--- src/rtl/mem_arb_pkg.sv ---
// Shared definitions for the unified memory arbiter: the sequencing state and
// the owner encoding. The owner encoding also serves as the address-mux select.
package mem_arb_pkg;

  typedef enum logic [0:0] {
    IDLE = 1'b0,
    BUSY = 1'b1
  } arb_state_e;

  // Owner of an access. The values match the addr_sel polarity
  // (0 = fetch address, 1 = load/store address).
  localparam logic OWN_IF = 1'b0;
  localparam logic OWN_LS = 1'b1;

endpackage

--- src/rtl/mem_resp_tracker.sv ---
// Tracks the fixed memory read latency. A down-counter blocks new grants while
// an access is in flight. A MEM_LAT-deep pipeline carries valid/owner/is-store
// forward, so each response pops out exactly MEM_LAT cycles after its grant.
module mem_resp_tracker
  import mem_arb_pkg::*;
#(
  parameter int MEM_LAT = 1
) (
  input  logic clk,
  input  logic rst_n,
  input  logic issue_i,
  input  logic owner_i,
  input  logic is_store_i,
  output logic busy_o,
  output logic resp_valid_o,
  output logic resp_owner_o,
  output logic resp_is_store_o
);

  localparam int CNT_W = (MEM_LAT > 1) ? $clog2(MEM_LAT) : 1;

  arb_state_e state_q, state_d;
  logic [CNT_W-1:0] cnt_q, cnt_d;
  logic [MEM_LAT-1:0] vld_q, own_q, st_q;

  // Next state: load MEM_LAT-1 on a grant and count down. Leave BUSY in the
  // cycle whose count reaches zero, so the next grant coincides with rvalid.
  always_comb begin
    state_d = state_q;
    cnt_d   = cnt_q;
    case (state_q)
      IDLE: begin
        if (issue_i && (MEM_LAT > 1)) begin
          state_d = BUSY;
          cnt_d   = CNT_W'(MEM_LAT - 1);
        end
      end
      BUSY: begin
        cnt_d = cnt_q - 1'b1;
        if (cnt_d == '0) begin
          state_d = IDLE;
        end
      end
      default: state_d = IDLE;
    endcase
  end

  // State and latency counter registers.
  always_ff @(posedge clk or negedge rst_n) begin
    if (!rst_n) begin
      state_q <= IDLE;
      cnt_q   <= '0;
    end else begin
      state_q <= state_d;
      cnt_q   <= cnt_d;
    end
  end

  // Response pipeline. Reset flushes it, so an access in flight during reset
  // never produces a response.
  always_ff @(posedge clk or negedge rst_n) begin
    if (!rst_n) begin
      vld_q <= '0;
      own_q <= {MEM_LAT{OWN_IF}};
      st_q  <= '0;
    end else begin
      vld_q[0] <= issue_i;
      own_q[0] <= owner_i;
      st_q[0]  <= is_store_i;
      for (int i = 1; i < MEM_LAT; i++) begin
        vld_q[i] <= vld_q[i-1];
        own_q[i] <= own_q[i-1];
        st_q[i]  <= st_q[i-1];
      end
    end
  end

  assign busy_o          = (state_q == BUSY);
  assign resp_valid_o    = vld_q[MEM_LAT-1];
  assign resp_owner_o    = own_q[MEM_LAT-1];
  assign resp_is_store_o = st_q[MEM_LAT-1];

endmodule

--- src/rtl/unified_mem_arbiter.sv ---
// Arbitrates the single-ported unified memory between fetch (IF) and
// load/store (LS). LS normally wins. IF is forced through after STARVE_MAX
// consecutive losses. Responses are routed back to the requester that owned
// the access.
module unified_mem_arbiter
  import mem_arb_pkg::*;
#(
  parameter int ADDR_W     = 32,
  parameter int DATA_W     = 32,
  parameter int MEM_LAT    = 1,
  parameter int STARVE_MAX = 4
) (
  input  logic                clk,
  input  logic                rst_n,
  input  logic                if_req,
  input  logic [ADDR_W-1:0]   if_addr,
  output logic                if_gnt,
  output logic                if_rvalid,
  output logic [DATA_W-1:0]   if_rdata,
  input  logic                ls_req,
  input  logic                ls_we,
  input  logic [DATA_W/8-1:0] ls_be,
  input  logic [ADDR_W-1:0]   ls_addr,
  input  logic [DATA_W-1:0]   ls_wdata,
  output logic                ls_gnt,
  output logic                ls_rvalid,
  output logic [DATA_W-1:0]   ls_rdata,
  output logic                addr_sel,
  output logic                mem_en,
  output logic                mem_we,
  output logic [DATA_W/8-1:0] mem_be,
  output logic [ADDR_W-1:0]   mem_addr,
  output logic [DATA_W-1:0]   mem_wdata,
  input  logic [DATA_W-1:0]   mem_rdata
);

  localparam int BE_W = DATA_W / 8;
  localparam int SC_W = $clog2(STARVE_MAX + 1);

  logic            busy, resp_valid, resp_owner, resp_is_store;
  logic            if_force, grant;
  logic            addr_sel_q;
  logic [SC_W-1:0] starve_q, starve_d;

  // Arbitration: a starved IF beats LS, otherwise LS beats IF. Grants are
  // suppressed while an access is in flight and while reset is held.
  always_comb begin
    if_force = if_req && (starve_q == SC_W'(STARVE_MAX));
    if_gnt   = rst_n && !busy && if_req && (if_force || !ls_req);
    ls_gnt   = rst_n && !busy && ls_req && !if_force;
  end

  assign grant     = if_gnt | ls_gnt;
  assign addr_sel  = grant ? ls_gnt : addr_sel_q;
  assign mem_en    = grant;
  assign mem_we    = ls_gnt & ls_we;
  assign mem_be    = ls_gnt ? ls_be : (if_gnt ? {BE_W{1'b1}} : {BE_W{1'b0}});
  assign mem_addr  = (addr_sel == OWN_LS) ? ls_addr : if_addr;
  assign mem_wdata = ls_wdata;

  // Starvation count: counts LS wins over a waiting IF, saturates at the
  // threshold, and clears once IF is served or stops asking.
  always_comb begin
    starve_d = starve_q;
    if (if_gnt || !if_req) begin
      starve_d = '0;
    end else if (ls_gnt && (starve_q != SC_W'(STARVE_MAX))) begin
      starve_d = starve_q + 1'b1;
    end
  end

  // Starvation counter and the held address select.
  always_ff @(posedge clk or negedge rst_n) begin
    if (!rst_n) begin
      starve_q   <= '0;
      addr_sel_q <= OWN_IF;
    end else begin
      starve_q   <= starve_d;
      addr_sel_q <= addr_sel;
    end
  end

  mem_resp_tracker #(
    .MEM_LAT(MEM_LAT)
  ) u_tracker (
    .clk            (clk),
    .rst_n          (rst_n),
    .issue_i        (grant),
    .owner_i        (ls_gnt ? OWN_LS : OWN_IF),
    .is_store_i     (mem_we),
    .busy_o         (busy),
    .resp_valid_o   (resp_valid),
    .resp_owner_o   (resp_owner),
    .resp_is_store_o(resp_is_store)
  );

  assign if_rvalid = resp_valid && (resp_owner == OWN_IF);
  assign ls_rvalid = resp_valid && (resp_owner == OWN_LS);
  assign if_rdata  = if_rvalid ? mem_rdata : '0;
  assign ls_rdata  = (ls_rvalid && !resp_is_store) ? mem_rdata : '0;

endmodule

--- config.mk ---
export PLATFORM = sky130hd
export DESIGN_NAME = unified_mem_arbiter
export DESIGN_NICKNAME = d
export VERILOG_FILES = /design/src/rtl/mem_arb_pkg.sv /design/src/rtl/mem_resp_tracker.sv /design/src/rtl/unified_mem_arbiter.sv
export SDC_FILE = /design/constraint.sdc
export NUM_CORES = 1
export LEC_CHECK = 0
export BUFFER_PORTS_ARGS = -buffer_cell sky130_fd_sc_hd__buf_2
export CAP_MARGIN = 20
export CORE_AREA = 2 2 108 110
export CTS_BUF_LIST = sky130_fd_sc_hd__clkbuf_4 sky130_fd_sc_hd__clkbuf_8
export CTS_CLUSTER_DIAMETER = 100
export DETAILED_ROUTE_END_ITERATION = 16
export DIE_AREA = 0 0 110 112
export PLACE_DENSITY_LB_ADDON = 0.05
export SYNTH_ARGS = -nofsm -noshare
export SYNTH_HDL_FRONTEND = slang
export SYNTH_HIERARCHICAL = 1
export SYNTH_SLANG_ARGS = --single-unit
export TNS_END_PERCENT = 50
--- constraint.sdc ---
create_clock -name clk -period 5.15 [get_ports clk]
set_clock_uncertainty 0.15 [all_clocks]
set_input_delay 0.515 -clock clk [delete_from_list [all_inputs] [get_ports clk]]
set_output_delay 0.515 -clock clk [all_outputs]
set_load 0.01 [all_outputs]
# Yosys cells after proc, flatten, opt, wreduce, memory -nomap -nowiden
# Cells that the tools add are included.
dict set report word_totals {
  reg_bits 9
  latch_bits 0
  ramBits 0
  romBits 0
  input_bits 137
  output_inout_bits 139
  elab_cells 43
  memories 0
}
dict set report op_classes {
  addsub 2
  mul 0
  n_div 0
  magnitude_cmp 0
  eq_ne 2
  n_shift 0
  muxes 11
  n_bitwise 3
  n_reduce_logical 18
}
# cell n
set op_table {}
lappend op_table {{two-way mux 32 bit} 3}
lappend op_table {{logical AND 1 bit} 10}
lappend op_table {{two-way mux 4 bit} 2}
lappend op_table {{two-way mux 3 bit} 2}
lappend op_table {{logical NOT 1 bit} 5}
lappend op_table {{two-way mux 1 bit} 4}
lappend op_table {{adder 3 x 1 -> 3 bit, second input constant} 1}
lappend op_table {{== test 3 bit, second input constant} 1}
lappend op_table {{!= test 3 bit, second input constant} 1}
lappend op_table {{logical OR 1 bit} 2}
lappend op_table {{nonzero test 2 bit} 1}
lappend op_table {{AND 1 bit} 1}
lappend op_table {{inverter 1 bit} 1}
lappend op_table {{bitwise OR 1 bit} 1}
lappend op_table {{subtractor 1 bit, second input constant} 1}

# Depth between registers and ports, before layout
# Gate-level depths: netlist of run 1.
dict set report depth {
  ltp_word 7
  ltp_mapped 6
  mapped_depth_nobuf 5
}

# By module
# Netlist of run 1, hierarchy kept.
# module n_inst cells_each area_each_um2 seq_area_each_um2
set modules_own_cells {}
lappend modules_own_cells {unified_mem_arbiter 1 174 1385.1 100.1}
lappend modules_own_cells {mem_resp_tracker 1 7 142.6 125.1}

# Worst setup path after synthesis of run 1
# Ideal clock, no wire load.
dict set report synth_timing {
  path_type {flip-flop to output port}
  from {register starve_q[0]}
  to {output mem_addr[25]}
  arrival_time_ns 1.626
  required_time_ns 4.485
  setup_slack_ns 2.859
  stages_incl_launch_ff 7
  cell_sequence {dfrtp_1 inv_1 ha_1 nand3_1 a32oi_4 buf_6 mux2_1}
}
dict set report synth_between {
  elab_chain_cells 7
  word_cells_on_any_way 9
  cone_classes {1 x eq/ne; 2 x mux; 1 x bitwise; 5 x reduce/logical}
}
# element line
set synth_rtl {}
lappend synth_rtl {{start, declared} unified_mem_arbiter.sv:43} ;# logic [SC_W-1:0] starve_q, starve_d;
lappend synth_rtl {{start signal, assigned} unified_mem_arbiter.sv:78} ;# starve_q <= starve_d;
lappend synth_rtl {{== test 3 bit *} unified_mem_arbiter.sv:48} ;# if_force = if_req && (starve_q == SC_W'(STARVE_MAX));
lappend synth_rtl {{logical AND 1 bit *} unified_mem_arbiter.sv:48}
lappend synth_rtl {{logical OR 1 bit or logical NOT 1 bit (tied branches)} {unified_mem_arbiter.sv:49, unified_mem_arbiter.sv:50}}
lappend synth_rtl {{logical AND 1 bit, on equally long branches} {unified_mem_arbiter.sv:49, unified_mem_arbiter.sv:50}}
lappend synth_rtl {{bitwise OR 1 bit} unified_mem_arbiter.sv:53} ;# assign grant = if_gnt | ls_gnt;
lappend synth_rtl {{two-way mux 1 bit *} unified_mem_arbiter.sv:54} ;# assign addr_sel = grant ? ls_gnt : addr_sel_q;
lappend synth_rtl {{two-way mux 32 bit *} unified_mem_arbiter.sv:58} ;# assign mem_addr = (addr_sel == OWN_LS) ? ls_addr : if_addr;
lappend synth_rtl {{end, declared} unified_mem_arbiter.sv:32} ;# output logic [ADDR_W-1:0] mem_addr,
# Every way passes the cells marked *; elsewhere a longest branch is shown, timed or not.

# Final worst setup path of run 1
dict set report layout_timing {
  from {input rst_n}
  to {output mem_addr[9]}
}
dict set report layout_between {
  elab_chain_cells 6
  word_cells_on_any_way 8
  cone_classes {2 x mux; 1 x bitwise; 5 x reduce/logical}
}
# element line
set layout_rtl {}
lappend layout_rtl {{start, declared} unified_mem_arbiter.sv:14} ;# input logic rst_n,
lappend layout_rtl {{logical AND 1 bit *} {unified_mem_arbiter.sv:49, unified_mem_arbiter.sv:50}}
lappend layout_rtl {{logical AND 1 bit, on equally long branches (2 in a row)} {unified_mem_arbiter.sv:49, unified_mem_arbiter.sv:50}}
lappend layout_rtl {{bitwise OR 1 bit} unified_mem_arbiter.sv:53}
lappend layout_rtl {{two-way mux 1 bit *} unified_mem_arbiter.sv:54}
lappend layout_rtl {{two-way mux 32 bit *} unified_mem_arbiter.sv:58}
# Marks and branches as above.

==> impl_results.md, run 1 <==
* Power share of the clock group at 24.3%
* Clock sink count at 9
* First-pass GRT wire length at 8030 µm
* Synthesized area per cell at 8.44 µm²
* CP arrival at 3050 ps
* Setup slack, reg-to-reg at 2920 ps
* IO buf count at 211
* Hold buffer count at cts at 1
* Die area at 0.0123 mm²
* CTS buffer count at 3
* Initial antenna violation count at 0
* Startpoint types: input pin
* Clock latency on the worst-skew pair at 230 ps
* Final antenna-violating net count at 0
* Slew HR at 25.8%
* Reg power frac at 21.0%
* Reg-to-reg endpoint: addr_sel_q
* Req. time, crit path at 4490 ps
* GRT overflow at 0
* M3 GR Usage at 3.34%
* CTS H-tree depth at 1
* Mapped Nets at 320
* Met2 usage at 15.5%
* Placed Area at 0.00248 mm²
* WHS Path Cells at 1
* Vias/cell at 3.74
* Peak supply drop at 0.0000884 V
* Distinct cells, synth at 26
* Final slew viol count at 0
* Pwr Total at 0.000359 W
* Final instance area at 0.00254 mm²
* Total setup buffers inserted after CTS at 0
* Launching point of the worst reg2reg path: starve_q[0]
* Fill cell count at 1233
* Crit. End Element: output port
* Final HPWL DP at 4940 µm
* Setup TNS at 0 ps
* Row cnt at 39
* Yosys warnings at 6
* GR Util met1 at 8.46%
* Post-Syn Area at 0.00153 mm²
* Final wirelength at 5680 µm
* Worst Tran Pin Value at 1110 ps
* Initial DRT Pass Iterations at 4
* Routed WL per cell at 11.4 µm
* ANT cells at 0
* Via Count at 1871
* Post-synthesis sequential area ratio at 14.7%
* P&R area growth vs syn at 66.0%
* Setup CP Type: input pin to output port
* Leak at 1.52 nW
* Vias in the first global route at 1710
* Synthesized instance count at 181
* Remaining DRCs at 0
* Pre-CTS WS at 1910 ps
* Worst R2R Path Depth at 5
* Worst setup margin at 1440 ps
* Largest net degree at the start of global routing at 34
* Boundary Pins at 276
* CTS max path bufs at 2
* Gr busiest metal: met2
* Hold Crit Start: u_tracker/cnt_q
* Unrepaired setup endpoints after global routing: false
* Status: complete, no violations
* Core area at 0.0112 mm²
* Initial Util at 13.7%
* Die H at 112 µm
* Crit path max fanout at 33
* Share of cells above drive strength 1 at 70.6%
* Fin util at 22.7%
* Drt first-iter violations at 76
* Switch share at 33.5%
* Switch Pwr at 0.000120 W
* Post-layout min period at 3710 ps
* Final setup fails at 0
* Max Cap Viol at 0
* Fmax at 0.269 GHz
* CTS tree: built
* Logic pwr share at 54.7%
* CTS resizes at 0
* Period utilization at 72.1%
* #FFs+latches synth at 9
* Clk slew on worst S/H paths at 50 ps
* Pwr dens at 142 mW/mm²
* Die W at 110 µm
* Fin. Hold Viols at 0
* Power Internal at 0.000239 W
* Worst hold path class: register to register
* Nets at 497
* CTS root buf: clkbuf_8
* GRT Overall Usage at 8.11%
* Routability Congestion at 0.662
* Hold Crit Endpoint: u_tracker/cnt_q
## routing by layer
metal | up-vias | part of all wire [%] | wire [µm]
met4 | 0 | 0 | 0
met3 | 0 | 18 | 1000
met2 | 178 | 48 | 2730
li1 | 903 | - | -
met5 | - | 0 | 0
met1 | 790 | 34 | 1940
## power groups by stage
stage | sequential [W] | clock (W) | combinational (W)
global route | 0.0000756 | 0.0000975 | 0.000218
global placement | 0.0000767 | 0 | 0.000204
CTS | 0.0000755 | 0.0000908 | 0.000201
detailed placement | 0.0000767 | 0 | 0.000200
floorplan | 0.0000762 | 0 | 0.000132
finish | 0.0000755 | 0.0000873 | 0.000196
## cells by family (layout without fill, tap and decap cells)
group           Yosys count  count (layout)  synth area share, %
flops                     9               9                 14.7
mux                      32              32                 23.6
compound gates           10              10                 6.39
buf+inv                  46             222                 20.6
simple gates             81              81                 32.4
fa+ha+maj                 2               2                 1.64
xor+xnor                  1               1                0.573
## critical path: stages
cell	delay (ps)
dlygate4sd3_1	530
buf_2	210
and2b_1	270
a32oi_4	940
mux2_2	430
buf_2	140
## cell usage after synthesis
cell type	number	area, µm²
and2_1	66	413
buf_4	32	240
mux2_2	30	338
dfrtp_1	9	225
clkbuf_1	7	26.3
a21o_1	4	30.0
inv_1	4	15.0
nand2_1	4	15.0
buf_6	3	33.8
a31o_2	2	17.5
ha_1	2	25.0
mux2_1	2	22.5
nor2_1	2	7.51
nor2b_1	2	12.5
a21boi_0	1	7.51
a21oi_1	1	5.00
a32oi_4	1	27.5
and2b_1	1	7.51
and2b_2	1	8.76
and3_1	1	6.26
nand3_1	1	5.00
nand3b_1	1	7.51
nand4_1	1	6.26
o32a_1	1	10.0
or2_2	1	6.26
xor2_1	1	8.76
## placed cells by master (no fill, tap or decap), types with 2 or more instances in the layout
cell      instances
mux2_1            2
buf_2           211
clkbuf_8          3
nor2_1            2
mux2_2           30
nor2b_1           2
dfrtp_1           9
buf_4             2
a21o_1            4
inv_1             4
and2_1           66
a31o_2            2
ha_1              2
nand2_1           4
## layout make-up
class	instances	area (µm²)	share of cell area, %
repair buffers	214	1080	42.6
multi-input cells	126	987	38.9
flip-flops and latches	9	225	8.88
well taps	143	179	7.05
clock buffers	4	48.8	1.92
inverters	4	15.0	0.592
## registers in the layout, indices dropped and copies added (netlist names)
| name | cells |
|---|---|
| u_tracker/busy_o | 1 |
| u_tracker/cnt_q | 1 |
| u_tracker/resp_owner_o | 1 |
| u_tracker/resp_valid_o | 1 |
| u_tracker/resp_is_store_o | 1 |
| starve_q | 3 |
| addr_sel_q | 1 |
## worst max path at each step
stage,startpoint,cells past startpoint,end
5_1_grt,rst_n,6,mem_addr[9]
2_1_floorplan,starve_q[0],6,mem_addr[25]
4_1_cts,rst_n,6,mem_addr[9]
6_report,rst_n,6,mem_addr[9]
3_3_place_gp,rst_n,5,mem_addr[1]
3_5_place_dp,rst_n,5,mem_addr[9]
## per-stage QoR
stage          instances  hold WS, ps
4_1_cts              500          310
6_report             500          307
5_1_grt              500          341
3_5_place_dp         495          246
2_1_floorplan        181         69.4
3_3_place_gp         495          246
(Power assumes the default switching activity.)
==> run 2: changes to the inputs <==
==> constraint.sdc (replaced) <==
create_clock -name clk -period 3.5 [get_ports clk]
set_clock_uncertainty 0.15 [all_clocks]
set_input_delay 0.35 -clock clk [delete_from_list [all_inputs] [get_ports clk]]
set_output_delay 0.35 -clock clk [all_outputs]
set_load 0.01 [all_outputs]
==> run 2 against run 1 <==
Compared with the run above: register-to-register slack worse by 1300 ps; clock-buffer cell count stayed put; non-clock buffer count is 1 higher; via count is 0.11% lower; highest routed layer unchanged; die area stayed put; largest cell class unchanged; critical endpoint is now mem_addr[3]; clock power is 42% higher.
==> impl_results.md, run 2 (synthesis gave the netlist of run 1 again) <==
* Status: complete, no violations
* Routability Congestion at 0.631
* CTS root buf: clkbuf_8
* Worst hold path class: input pin to register
* Hold Crit Start: ls_we
* Most frequent cells in the layout: buf_2, and2_1, mux2_2
* Final slew viol count at 0
* Period utilization at 86.7%
* CTS H-tree depth at 1
* Max Cap Viol at 0
* WHS Path Cells at 2
* Routed WL per cell at 11.3 µm
* Largest net degree at the start of global routing at 34
* Launching point of the worst reg2reg path: starve_q[0]
* Leak at 1.53 nW
* Vias/cell at 3.73
* Remaining DRCs at 0
* CTS tree: built
* Fin util at 22.8%
* Fmax at 0.330 GHz
* Unrepaired setup endpoints after global routing: false
* Nets at 498
* Slew HR at 64.9%
* CTS resizes at 0
* Clk slew on worst S/H paths at 40 ps
* Worst hold slack at 214 ps
* Row cnt at 39
* Clock sink count at 9
* Drt first-iter violations at 34
* Fin. Hold Viols at 0
* Startpoint types: input pin
* First-pass GRT wire length at 7890 µm
* Share of cells above drive strength 1 at 70.7%
* Via Count at 1869
* Die area at 0.0123 mm²
* Setup CP Type: input pin to output port
* Setup slack, reg-to-reg at 1670 ps
* Crit. End Element: output port
* Most common cell after layout, fill and taps aside: buf_2
* Max reg flops at 3
* P&R area growth vs syn at 66.5%
* Top reg by flops: starve_q
* CTS buffer count at 3
* Setup TNS at 0 ps
* ANT cells at 0
* Die H at 112 µm
* IO buf count at 211
* Final HPWL DP at 4950 µm
* Peak supply drop at 0.0000922 V
* Final antenna-violating net count at 0
* Total setup buffers inserted after CTS at 0
* Worst Tran Pin Value at 526 ps
* Worst R2R Path Depth at 6
* Hold Crit Endpoint: u_tracker/resp_is_store_o
* Core area at 0.0112 mm²
* Crit path max fanout at 33
* GRT overflow at 0
* Boundary Pins at 276
* Initial antenna violation count at 0
* CP arrival at 2530 ps
* Vias in the first global route at 1714
* Initial DRT Pass Iterations at 3
* Post-layout min period at 3030 ps
* GRT Overall Usage at 7.92%
* Final wirelength at 5680 µm
* Clock latency on the worst-skew pair at 230 ps
* Pwr dens at 207 mW/mm²
* CTS max path bufs at 2
* Req. time, crit path at 3000 ps
* Die W at 110 µm
* Reg-to-reg endpoint: addr_sel_q
* Final setup fails at 0
* Initial Util at 13.7%
run 2: area by class of cell:
| type | instances | area, µm² |
|---|---|---|
| Fill cell | 1239 | 8630 |
| Timing Repair Buffer | 215 | 1090 |
| Tap cell | 143 | 179 |
| Sequential cell | 9 | 225 |
| Clock buffer | 4 | 48.8 |
| Multi-Input combinational cell | 126 | 987 |
| Inverter | 4 | 15.0 |
run 2: how the worst max path moves through the flow:
stage	from	to	slack, ps
floorplan	starve_q[0]	mem_addr[25]	1370
global placement	rst_n	mem_addr[1]	990
detailed placement	rst_n	mem_addr[27]	980
CTS	rst_n	mem_addr[27]	430
global route	rst_n	mem_addr[8]	310
finish	rst_n	mem_addr[3]	470
run 2: what timing repair did:
item | in CTS | in global routing
hold endpoints to repair | 9 | 0
endpoints found under the setup margin | 0 | 0
hold buffers | 1 | 0
run 2: power breakdown:
group          total, W  switching [W]  internal, W  leakage [nW]
Sequential     0.000111     0.00000254     0.000109         0.119
Combinational  0.000291       0.000135     0.000156          1.38
Clock          0.000124      0.0000377    0.0000868        0.0262
Total          0.000527       0.000175     0.000352          1.53
run 2: routing by layer:
layer	share of wire [%]	vias to the layer above	global-route usage, %
li1	-	909	-
met1	35	782	8.43
met2	47	178	14.9
met3	18	0	3.28
met4	0	0	0.506
met5	0	-	0
run 2: per-stage QoR:
step | worst slack [ps] | area (µm²) | total power [W] | std cells
global route | 311 | 2540 | 0.000569 | 501
finish | 465 | 2540 | 0.000527 | 501
global placement | 993 | 2480 | 0.000413 | 496
detailed placement | 977 | 2480 | 0.000408 | 496
floorplan | 1370 | 1530 | 0.000307 | 181
CTS | 427 | 2540 | 0.000539 | 501
run 2: critical path, stage by stage:
cell	delay, ps
dlygate4sd3_1	530
buf_2	210
and2b_1	270
a32oi_4	240
buf_4	390
mux2_2	390
buf_2	140
==> run 3: changes to the inputs <==
--- a/config.mk
+++ b/config.mk
@@ -7,11 +7,13 @@
 export LEC_CHECK = 0
 export BUFFER_PORTS_ARGS = -buffer_cell sky130_fd_sc_hd__buf_2
 export CAP_MARGIN = 20
-export CORE_AREA = 2 2 108 110
+export CELL_PAD_IN_SITES_DETAIL_PLACEMENT = 1
+export CELL_PAD_IN_SITES_GLOBAL_PLACEMENT = 1
+export CORE_AREA = 2 2 107 109
 export CTS_BUF_LIST = sky130_fd_sc_hd__clkbuf_4 sky130_fd_sc_hd__clkbuf_8
 export CTS_CLUSTER_DIAMETER = 100
 export DETAILED_ROUTE_END_ITERATION = 16
-export DIE_AREA = 0 0 110 112
+export DIE_AREA = 0 0 109 111
 export PLACE_DENSITY_LB_ADDON = 0.05
 export SYNTH_ARGS = -nofsm -noshare
 export SYNTH_HDL_FRONTEND = slang
==> run 3 against run 2 <==
Compared with the run above: combinational power rose by 2%; clock power barely moved; worst hold slack got worse by 29 ps; sequential power barely moved; non-clock buffer count did not move; largest cell class unchanged; global-route usage rose by 2.7 points; design area barely moved; critical path depth did not move; highest routed layer is now met4; sequential cell count did not move; largest power group unchanged; cell count did not move; worst setup slack got worse by 28 ps.
==> impl_results.md, run 3 (synthesis gave the netlist of run 1 again) <==
* Status: complete, no violations
* Final HPWL DP at 6100 µm
* Post-layout min period at 3060 ps
* CTS H-tree depth at 1
* IO buf count at 211
* Req. time, crit path at 3000 ps
* Remaining DRCs at 0
* Max reg flops at 3
* Power Internal at 0.000343 W
* Final instance area at 0.00254 mm²
* Setup CP Type: input pin to output port
* Fmax at 0.327 GHz
* Vias/cell at 3.85
* Final slew viol count at 0
* ANT cells at 0
* Final antenna-violating net count at 0
* Switch Pwr at 0.000191 W
* Clock sink count at 9
* Via Count at 1929
* Core area at 0.0111 mm²
* Placed Area at 0.00248 mm²
* Top reg by flops: starve_q
* Vias in the first global route at 1901
* Share of cells above drive strength 1 at 70.7%
* Die W at 109 µm
* Routability Congestion at 0.766
* Fin. Hold Viols at 0
* Leak at 1.53 nW
* Crit path max fanout at 33
* Logic pwr share at 55.8%
* Slew HR at 66.4%
* Unrepaired setup endpoints after global routing: false
* Worst hold path class: input pin to register
* Initial antenna violation count at 0
* Startpoint types: input pin
* Crit. End Element: output port
* Largest net degree at the start of global routing at 34
* First-pass GRT wire length at 10100 µm
* GRT Overall Usage at 10.7%
* Peak supply drop at 0.000110 V
* GRT overflow at 0
* Total setup buffers inserted after CTS at 0
* Die area at 0.0121 mm²
* Pwr dens at 210 mW/mm²
* CTS resizes at 0
* Worst hold slack at 184 ps
* Initial DRT Pass Iterations at 2
* Period utilization at 87.5%
* CTS buffer count at 3
* Final wirelength at 6990 µm
* CTS tree: built
* Most frequent cells in the layout: buf_2, and2_1, mux2_2
* Routed WL per cell at 14.0 µm
* Clock latency on the worst-skew pair at 240 ps
* P&R area growth vs syn at 66.3%
* CTS max path bufs at 2
* Reg power frac at 20.8%
* Most common cell after layout, fill and taps aside: buf_2
* Drt first-iter violations at 61
* Setup TNS at 0 ps
* Worst Tran Pin Value at 504 ps
* Switch share at 35.7%
* CP arrival at 2560 ps
* Pwr Total at 0.000534 W
* Nets at 498
* Initial Util at 13.8%
* Clk slew on worst S/H paths at 50 ps
* Row cnt at 39
* Boundary Pins at 276
* CTS root buf: clkbuf_8
* Final setup fails at 0
* Fill cell count at 1408
* Die H at 111 µm
* Max Cap Viol at 0
* Hold buffer count at cts at 1
* Power share of the clock group at 23.4%
run 3: path summary, 6_finish.rpt:
| path | slack [ps] | cells past startpoint | start | to |
|---|---|---|---|---|
| max | 440 | 7 | rst_n | mem_addr[2] |
| min | 180 | 2 | ls_we | u_tracker/resp_is_store_o |
| min reg2reg | 310 | 1 | u_tracker/cnt_q | u_tracker/cnt_q |
| min in group asynchronous | 360 | 2 | rst_n | u_tracker/busy_o |
| max in group asynchronous | 2630 | 2 | rst_n | starve_q[1] |
| max reg2reg | 1630 | 6 | starve_q[0] | addr_sel_q |
run 3: worst max-delay path, stage by stage:
cell	delay, ps
dlygate4sd3_1	530
buf_2	210
and2b_1	280
a32oi_4	240
buf_4	400
mux2_2	400
buf_2	140
run 3: layout make-up:
class | count | area (µm²) | area share (%)
timing repair buffer | 215 | 1090 | 42.8
multi-input combinational | 126 | 987 | 38.8
tap | 143 | 179 | 7.04
inverter | 4 | 15.0 | 0.591
sequential | 9 | 225 | 8.86
clock inverter | 1 | 5.00 | 0.197
clock buffer | 3 | 41.3 | 1.62
run 3: metal layers:
layer,wire [µm],up-vias,global-route usage (%)
li1,-,905,-
met1,2160,836,9.75
met4,63,0,2.39
met5,0,-,0
met3,1280,7,6.17
met2,3490,181,19.9
run 3: power by group through the flow:
stage / Sequential (W) / Clock (W) / Combinational, W
2_1_floorplan: 0.000112 / 0 / 0.000195
3_3_place_gp: 0.000113 / 0 / 0.000309
3_5_place_dp: 0.000113 / 0 / 0.000303
4_1_cts: 0.000111 / 0.000129 / 0.000305
5_1_grt: 0.000112 / 0.000134 / 0.000328
6_report: 0.000111 / 0.000125 / 0.000298
run 3: per-stage QoR:
| stage | worst slack (ps) | utilization [%] | instances |
|---|---|---|---|
| 6_report | 438 | 22.9 | 501 |
| 5_1_grt | 281 | 22.9 | 501 |
| 4_1_cts | 405 | 22.9 | 501 |
| 3_5_place_dp | 953 | 22.4 | 496 |
| 3_3_place_gp | 929 | 22.4 | 496 |
| 2_1_floorplan | 1370 | - | 181 |
